$ cat config.mk
export PLATFORM = sky130hd
export DESIGN_NAME = fixed_multiplier
export DESIGN_NICKNAME = d
export VERILOG_FILES = /design/src/rtl/fixed_pkg.sv /design/src/rtl/adder.sv /design/src/rtl/fixed_multiplier.sv
export SDC_FILE = /design/constraint.sdc
export NUM_CORES = 1
export LEC_CHECK = 0
export ABC_CLOCK_PERIOD_IN_PS = 16400
export BUFFER_PORTS_ARGS = -buffer_cell sky130_fd_sc_hd__buf_2
export CAP_MARGIN = 30
export CELL_PAD_IN_SITES_DETAIL_PLACEMENT = 1
export CELL_PAD_IN_SITES_GLOBAL_PLACEMENT = 2
export CORE_MARGIN = 4
export CORE_UTILIZATION = 35
export CTS_BUF_LIST = sky130_fd_sc_hd__clkbuf_4 sky130_fd_sc_hd__clkbuf_8
export DETAILED_ROUTE_END_ITERATION = 6
export GPL_ROUTABILITY_DRIVEN = 0
export PLACE_DENSITY = 0.84
export RECOVER_POWER = 50
export REMOVE_ABC_BUFFERS = 1
export SLEW_MARGIN = 5
export SYNTH_ARGS = -nofsm -noshare
export SYNTH_HDL_FRONTEND = slang
export SYNTH_SLANG_ARGS = --single-unit
$ cat constraint.sdc
create_clock -name clk -period 16.4 [get_ports clk]
set_input_delay 1.64 -clock clk [delete_from_list [all_inputs] [get_ports clk]]
set_output_delay 1.64 -clock clk [all_outputs]
set_load 0.005 [all_outputs]
$ cat src/rtl/fixed_pkg.sv
// rtl/fixed_pkg.sv - shared Q5.11 defaults, limits and multiplier state encoding
package fixed_pkg;

  // Default operand/result width and fractional bit count (Q5.11)
  localparam int N = 16;
  localparam int F = 11;

  // Representable extremes and the value 1.0 in the default format
  localparam logic [N-1:0] Q_MAX = {1'b0, {(N-1){1'b1}}};
  localparam logic [N-1:0] Q_MIN = {1'b1, {(N-1){1'b0}}};
  localparam logic [N-1:0] Q_ONE = N'(1 << F);

  typedef enum logic [1:0] {
    IDLE = 2'd0,
    CALC = 2'd1,
    DONE = 2'd2
  } state_t;

endpackage

$ cat src/rtl/adder.sv
// rtl/adder.sv - n-bit unsigned adder used for the multiplier accumulate step
module adder #(
  parameter int n = 32
) (
  input  logic [n-1:0] a_i,
  input  logic [n-1:0] b_i,
  output logic [n-1:0] sum_o
);

  // Carry out is dropped: callers size n so the sum never exceeds it
  assign sum_o = a_i + b_i;

endmodule

$ cat src/rtl/fixed_multiplier.sv
// rtl/fixed_multiplier.sv - sequential signed Qn-f.f shift-and-add multiplier (FIXMUL_SAT_EN selects saturation)
module fixed_multiplier
  import fixed_pkg::*;
#(
  parameter int n = N,
  parameter int f = F
) (
  input  logic         clk,
  input  logic         rst,
  input  logic         start,
  input  logic [n-1:0] a,
  input  logic [n-1:0] b,
  output logic         busy,
  output logic         done,
  output logic [n-1:0] result
);

  localparam int CW = $clog2(n);
  localparam logic [2*n-1:0] HALF = (2*n)'(1) << (f - 1);

  state_t         state_q;
  logic [n-1:0]   mcand_q;
  logic [n-1:0]   mult_q;
  logic           sign_q;
  logic [2*n-1:0] acc_q;
  logic [CW-1:0]  cnt_q;
  logic           busy_q;
  logic           done_q;
  logic [n-1:0]   result_q;

  logic [n-1:0]   a_mag;
  logic [n-1:0]   b_mag;
  logic [2*n-1:0] pp;
  logic [2*n-1:0] acc_d;
  logic [2*n-1:0] mag;
  logic [2*n-1:0] val;
  logic [n-1:0]   result_d;
  logic           last_iter;

  // Magnitudes are n-bit unsigned so the most negative operand stays representable
  assign a_mag = a[n-1] ? (~a + 1'b1) : a;
  assign b_mag = b[n-1] ? (~b + 1'b1) : b;

  // Partial product for the multiplier bit retired this cycle
  assign pp = mult_q[0] ? ({{n{1'b0}}, mcand_q} << cnt_q) : '0;

  adder #(
    .n(2*n)
  ) u_acc (
    .a_i  (acc_q),
    .b_i  (pp),
    .sum_o(acc_d)
  );

  assign last_iter = (cnt_q == CW'(n - 1));

  // Round the final magnitude half away from zero, then reapply the sign
  assign mag = (acc_d + HALF) >> f;
  assign val = sign_q ? (~mag + 1'b1) : mag;

  // Only the low n bits of the signed value form the result
  logic unused_val_hi;
  assign unused_val_hi = ^val[2*n-1:n];

`ifdef FIXMUL_SAT_EN
  localparam logic [2*n-1:0] POS_LIMIT = (2*n)'({1'b0, {(n-1){1'b1}}});
  localparam logic [2*n-1:0] NEG_LIMIT = (2*n)'({1'b1, {(n-1){1'b0}}});

  // Clamp magnitudes that cannot be represented with the product's sign
  always_comb begin
    result_d = val[n-1:0];
    if (!sign_q && (mag > POS_LIMIT)) begin
      result_d = {1'b0, {(n-1){1'b1}}};
    end else if (sign_q && (mag > NEG_LIMIT)) begin
      result_d = {1'b1, {(n-1){1'b0}}};
    end
  end
`else
  // Wrap: keep the low n bits with no clamping
  always_comb begin
    result_d = val[n-1:0];
  end
`endif

  // Control FSM: capture operands, retire one multiplier bit per cycle, publish result
  always_ff @(posedge clk or posedge rst) begin
    if (rst) begin
      state_q  <= IDLE;
      mcand_q  <= '0;
      mult_q   <= '0;
      sign_q   <= 1'b0;
      acc_q    <= '0;
      cnt_q    <= '0;
      busy_q   <= 1'b0;
      done_q   <= 1'b0;
      result_q <= '0;
    end else begin
      done_q <= 1'b0;
      case (state_q)
        IDLE, DONE: begin
          if (start) begin
            mcand_q <= a_mag;
            mult_q  <= b_mag;
            sign_q  <= a[n-1] ^ b[n-1];
            acc_q   <= '0;
            cnt_q   <= '0;
            busy_q  <= 1'b1;
            state_q <= CALC;
          end else begin
            state_q <= IDLE;
          end
        end
        CALC: begin
          acc_q  <= acc_d;
          mult_q <= mult_q >> 1;
          cnt_q  <= cnt_q + 1'b1;
          if (last_iter) begin
            result_q <= result_d;
            done_q   <= 1'b1;
            busy_q   <= 1'b0;
            state_q  <= DONE;
          end
        end
        default: begin
          busy_q  <= 1'b0;
          state_q <= IDLE;
        end
      endcase
    end
  end

  assign busy   = busy_q;
  assign done   = done_q;
  assign result = result_q;

endmodule

* Word-level counts from Yosys, hierarchy flattened *
Cells that the tools add are included.

word-level totals
  RAM bits = 0
  logic and storage cells = 50
  output and inout port bits = 18
  bits in read-only memories = 0
  memories = 0
  bits in registers = 89
  input bits = 35
  bits in latches = 0

cells by class
  eq/ne operators = 5
  mux-type cells = 18
  add/sub/neg operators = 6
  shifts and indexed selects = 1
  reduce and logical (&&, ||, !) cells = 7
  multipliers = 0
  bitwise operators = 4
  divide/modulo/power cells = 0
  order comparisons = 0

operators with widths
  kind                    number
  $mux 16                 4
  $mux 32                 2
  $pmux 32 s2             1
  $add 16x1->16 const B   3
  $not 16->16             3
  $add 32x32->32          1
  $pmux 16 s2             1
  $shl 16x4->32           1
  $add 27x11->27 const B  1
  $pmux 4 s2              1
  $reduce_and 2->1        4
  $mux 1                  5
  $add 4x1->4 const B     1
  $eq 4x4->1 const B      1
  $mux 4                  1
  $ne 2x2->1 const B      2
  $pmux 2 s2              1
  $eq 2x1->1 const B      1
  $eq 2x2->1 const B      1
  $logic_not 2->1         1
  $mux 2                  1
  $pmux 1 s2              1
  $reduce_bool 2->1       1
  $reduce_or 2->1         1
  $xor 1x1->1             1

* Longest topological paths before layout *
  depth in word-level cells = 7
  depth in mapped cells = 24
  gate-level depth less buffers = 22

* Modules after synthesis *
From an unflattened synthesis, not the netlist that was laid out.

second synthesis, totals
  cell total of the unflattened synthesis = 917
  area, all modules = 7,853.8 um^2

by module, submodules not included
  module            seq. area each (um^2)  times used  cells each  area an instance (um^2)
  fixed_multiplier  2,227.1                1           642         5,808.1
  adder             0.0                    1           275         2,045.7

* Worst setup path after synthesis *
Ideal clock, no wire load.

  path type = reg-to-reg
  from = reg cnt_q[0]
  to = reg result_q[15], in the netlist result[15]
  arrival = 5.270 ns
  clock period less this slack = 5.397 ns
  cell stages (with the launch flop) = 24
  required time = 16.273 ns
  library setup time = 0.127 ns
  buffers on the path = 2
  path slack = 11.003 ns
  cell sequence = dfrtp_1 clkbuf_1 buf_1 mux2_2 o21ai_0 mux2_2 nor2_1 a31oi_1 nor2_1 ha_1 nand2_2 a211oi_1 a21oi_1 xnor2_1 ha_1 inv_1 nor4_1 nand4_1 nor4_1 xnor2_1 nand3_2 o41ai_2 xnor2_1 o21ai_1

on the way
  word-level cells in the longest chain between the ends = 7
  elaborated cells on any way between the ends = 9
  classes of those cells = add/sub: 3; eq/ne: 1; shift: 1; mux: 2; bitwise: 1; reduce/logical: 1

ends and longest elaborated chain
  element                 RTL line                 RTL
  start, declared         fixed_multiplier.sv:26   logic [CW-1:0] cnt_q;
  start signal, assigned  fixed_multiplier.sv:116  cnt_q <= cnt_q + 1'b1;
  $shl 16x4->32           fixed_multiplier.sv:45   assign pp = mult_q[0] ? ({{n{1'b0}}, mcand_q} << cnt_q) : '0;
  $mux 32                 fixed_multiplier.sv:45
  $add 32x32->32          adder.sv:11              assign sum_o = a_i + b_i;
  $add 27x11->27          fixed_multiplier.sv:58   assign mag = (acc_d + HALF) >> f;
  $not 16->16             fixed_multiplier.sv:59   assign val = sign_q ? (~mag + 1'b1) : mag;
  $add 16x1->16           fixed_multiplier.sv:59
  $mux 16                 fixed_multiplier.sv:59
  end signal, assigned    fixed_multiplier.sv:118  result_q <= result_d;
  end, declared           fixed_multiplier.sv:29   logic [n-1:0] result_q;

Several ways; a longest one is shown, not always the timed one.
A chain may end at the register's enable or synchronous reset.

* Worst setup path in the final report *
Same ends and word-level chain as after synthesis.

==> impl_metrics.toml <==
[critical_path]
worstPathRequired_ns = 16.62
path_common_cell = "xnor2_1"
critical_path_class = "reg2reg"
start_kind = "flip-flop"
path_cells = "mux2_2, o21ai_0, mux2_2, nor2_1, a31oi_1, nor2_1, ha_1, nand2_2, a211oi_1, a21oi_1, xnor2_1, ha_1, inv_1, nor4_1, nand4_1, nor4_1, xnor2_1, nand3_2, o41ai_2, xnor2_1, o21ai_1"
crit_slowest_cell = "dfrtp_1"
crit_family = "simple AND/OR/NAND/NOR gates"
cp_slowest_stage_delay_ns = 0.96
crit_fanout = 25
cp.arrival_ns = 6.49
worstPathBufferInverterCount = 1
end_kind = "flip-flop"

[job]
max_cap_viol_count = 4

[detailed_routing]
drtIter0Drc = 286
via_count = 5857
wl_per_cell_um = 16.07
finalWirelength_um = 17720
first_pass_iters = 4
ant_nets = 0
drc = 0
vias_per_cell = 5.310

[timing]
drv_slew = 175
slew_headroom_pct = -65.30
finalCritPeriodShare_pct = 38.28
final-setup-viol-count = 0
grt_setup_unrepaired = "no"
max_freq_mhz = 159.3
fin_crit_ns = 6.277
finalHoldViolCount = 0
final.setup.tns_ns = 0
worst_pin_slew_ns = 2.480
skew_ns = 0.01544
hold_slack_ns = 0.4802

[die]
dieWidth_um = 148.2
start_util_pct = 36.15
die_h_um = 148.2
io_pins = 53
core-area_um2 = 19020
rows = 50
fp.dieArea_um2 = 21950

[grt]
grt_first_pass_wirelength_um = 29920
antenna_found_initial = 0
grt_max_degree = 53
grt.total_usage_pct = 16.49
overflow = 0
grt_pass1_vias = 5933

[synth]
syn-mean-instance-area_um2 = 8.385
yosysWarnings = 0
syn_area_um2 = 6875
synthArstFlopShare_pct = 100.0
synthFlopType = "dfrtp_1"
synth-seq-area-share_pct = 30.57
synth_cell_types = 84
synth_cells = 820
synth_edf_count = 0
ys_ff_latch = 84

[placed_design]
place_area_um2 = 7271
dp_hpwl_um = 13570
io_buffers = 52

[clocking]
holdBufCountCts = 0
clk_pin_slew_worst_paths_ns = 0.11
h-tree-depth = 3
cts_resized = 0
cts_setup_buffers = 0
clock_latency_ns = 0.39
clk_path_buf_depth = 2
cts-buffers-inserted = 9
clock-sinks = 84
tritoncts = "done"
cts_root_buf = "clkbuf_8"

[run_status]
status = "complete, but fails checks"
violations = "capacitance limit, slew limit"

[pwr]
ir_worst_vdd_mv = 0.06305
comb_power_share_pct = 67.0
cellPowerDensity_nw_per_um2 = 238.3
p_total_uw = 1789
pwr-share-seq_pct = 22.3
power_leakage_uw = 0.003219
power_switching_uw = 917.8
power.internal_uw = 871.5
p_sw_share_pct = 51.29
p_clk_share_pct = 10.7

[cells_and_area]
seqCellArea_um2 = 2102
fill_cells = 2316
nets = 905
drive_above_1_share_pct = 14.23
area_growth_pct = 9.227
antenna_cells = 0
fin_area_um2 = 7510
multi_input_area_um2 = 4484

[worst_hold_path]
hold_class = "reg2reg"
-- synthesized netlist by cell type (6+ instances only) --
| master | n | share of area, % |
|---|---|---|
| nand2_1 | 126 | 6.9 |
| dfrtp_1 | 84 | 31 |
| o21ai_0 | 84 | 6.1 |
| nor2_1 | 66 | 3.6 |
| xor2_1 | 44 | 5.6 |
| a21oi_1 | 41 | 3.0 |
| clkbuf_1 | 31 | 1.7 |
| ha_1 | 31 | 5.6 |
| xnor2_1 | 28 | 3.6 |
| a22oi_1 | 18 | 2.0 |
| a22o_1 | 17 | 2.2 |
| nand3_1 | 16 | 1.2 |
| inv_1 | 15 | 0.82 |
| mux2i_1 | 12 | 1.7 |
| or3_1 | 12 | 1.1 |
| a211oi_1 | 10 | 1.1 |
| nor3_1 | 10 | 0.73 |
| o21ai_1 | 10 | 0.73 |
| o31ai_1 | 10 | 1.1 |
| mux2_2 | 8 | 1.3 |
| nor2b_1 | 8 | 0.73 |
| a21o_1 | 7 | 0.76 |
| and3_1 | 7 | 0.64 |
| buf_1 | 7 | 0.38 |
| nand2b_1 | 6 | 0.55 |
-- placed cells by master, fill, tap and decap left out, drive strengths merged, types with 5 or more instances in the layout --
cell	n
mux2	8
nor2	67
xnor2	28
clkbuf	17
inv	17
o31ai	10
nand2b	6
o21ai	99
a31oi	5
nand3	17
a22o	17
nor4	7
ha	31
and3	7
a211oi	12
mux2i	12
nand2	127
or3	13
a21oi	46
a22oi	20
dfrtp	84
nor3	14
a21o	7
o211ai	5
nand4	8
xor2	46
buf	49
and2	5
nor2b	8
-- final timing paths --
kind | startpoint | to | slack (ns) | cells after the start
hold reg to reg | result[4] | result[4] | 0.48 | 2
setup reg to reg | cnt_q[0] | result[15] | 10.12 | 21
setup / recovery | cnt_q[0] | result[15] | 10.12 | 21
max in group asynchronous | rst | acc_q[14] | 11.77 | 3
hold / removal | result[4] | result[4] | 0.48 | 2
min in group asynchronous | rst | done | 1.68 | 2
-- through the flow --
step	std cells	setup WS (ns)	utilization, %
2_1_floorplan	770	10.82	-
3_3_place_gp	1087	10.24	38.23
3_5_place_dp	1087	10.14	38.23
4_1_cts	1103	10.13	39.57
5_1_grt	1103	9.369	39.49
6_report	1103	10.12	39.49
-- layout make-up --
type	instances	share of cell area, %
Multi-Input combinational cell	670	59.71
Sequential cell	84	27.99
Tap cell	260	4.332
Timing Repair Buffer	57	3.765
Clock inverter	7	1.733
Clock buffer	9	1.649
Inverter	16	0.8164
-- worst min-delay path, cell delays in order (launching register included) --
cell	delay [ns]
dfrtp_1	0.35
nand2_1	0.05
o21ai_0	0.06
-- logic make-up after synthesis --
kind of cell / share of synthesized area, %
AOI/OAI and AO/OA: 24.90
xor gates and xnor gates: 9.645
adders and majority gates: 5.933
and+or+nand+nor: 20.67
muxes: 4.040
buffers and inverters: 4.240
DFF: 30.57
-- per-layer routing --
metal / part of all wire (%) / GRT usage [%] / vias to the layer above / wire length [µm]
met5: 0 / 0 / - / 0
met4: 2.0 / 5.219 / 0 / 362
met3: 2.8 / 2.102 / 23 / 504
met2: 47 / 27.34 / 78 / 8270
met1: 48 / 22.47 / 2776 / 8584
li1: - / - / 2980 / -
-- power groups by stage --
stage | Sequential [µW] | Combinational, µW | Clock [µW]
3_3_place_gp | 402 | 1180 | 0
5_1_grt | 418 | 1350 | 207
3_5_place_dp | 402 | 1210 | 0
4_1_cts | 399 | 1210 | 200
2_1_floorplan | 376 | 920 | 0
6_report | 398 | 1200 | 192
-- registers in the layout, summed over array words and instances, names as in the netlist --
register  flops
busy          1
result       16
cnt_q         4
state_q       2
acc_q        27
mcand_q      16
done          1
mult_q       16
sign_q        1
(Power assumes the default switching activity.)
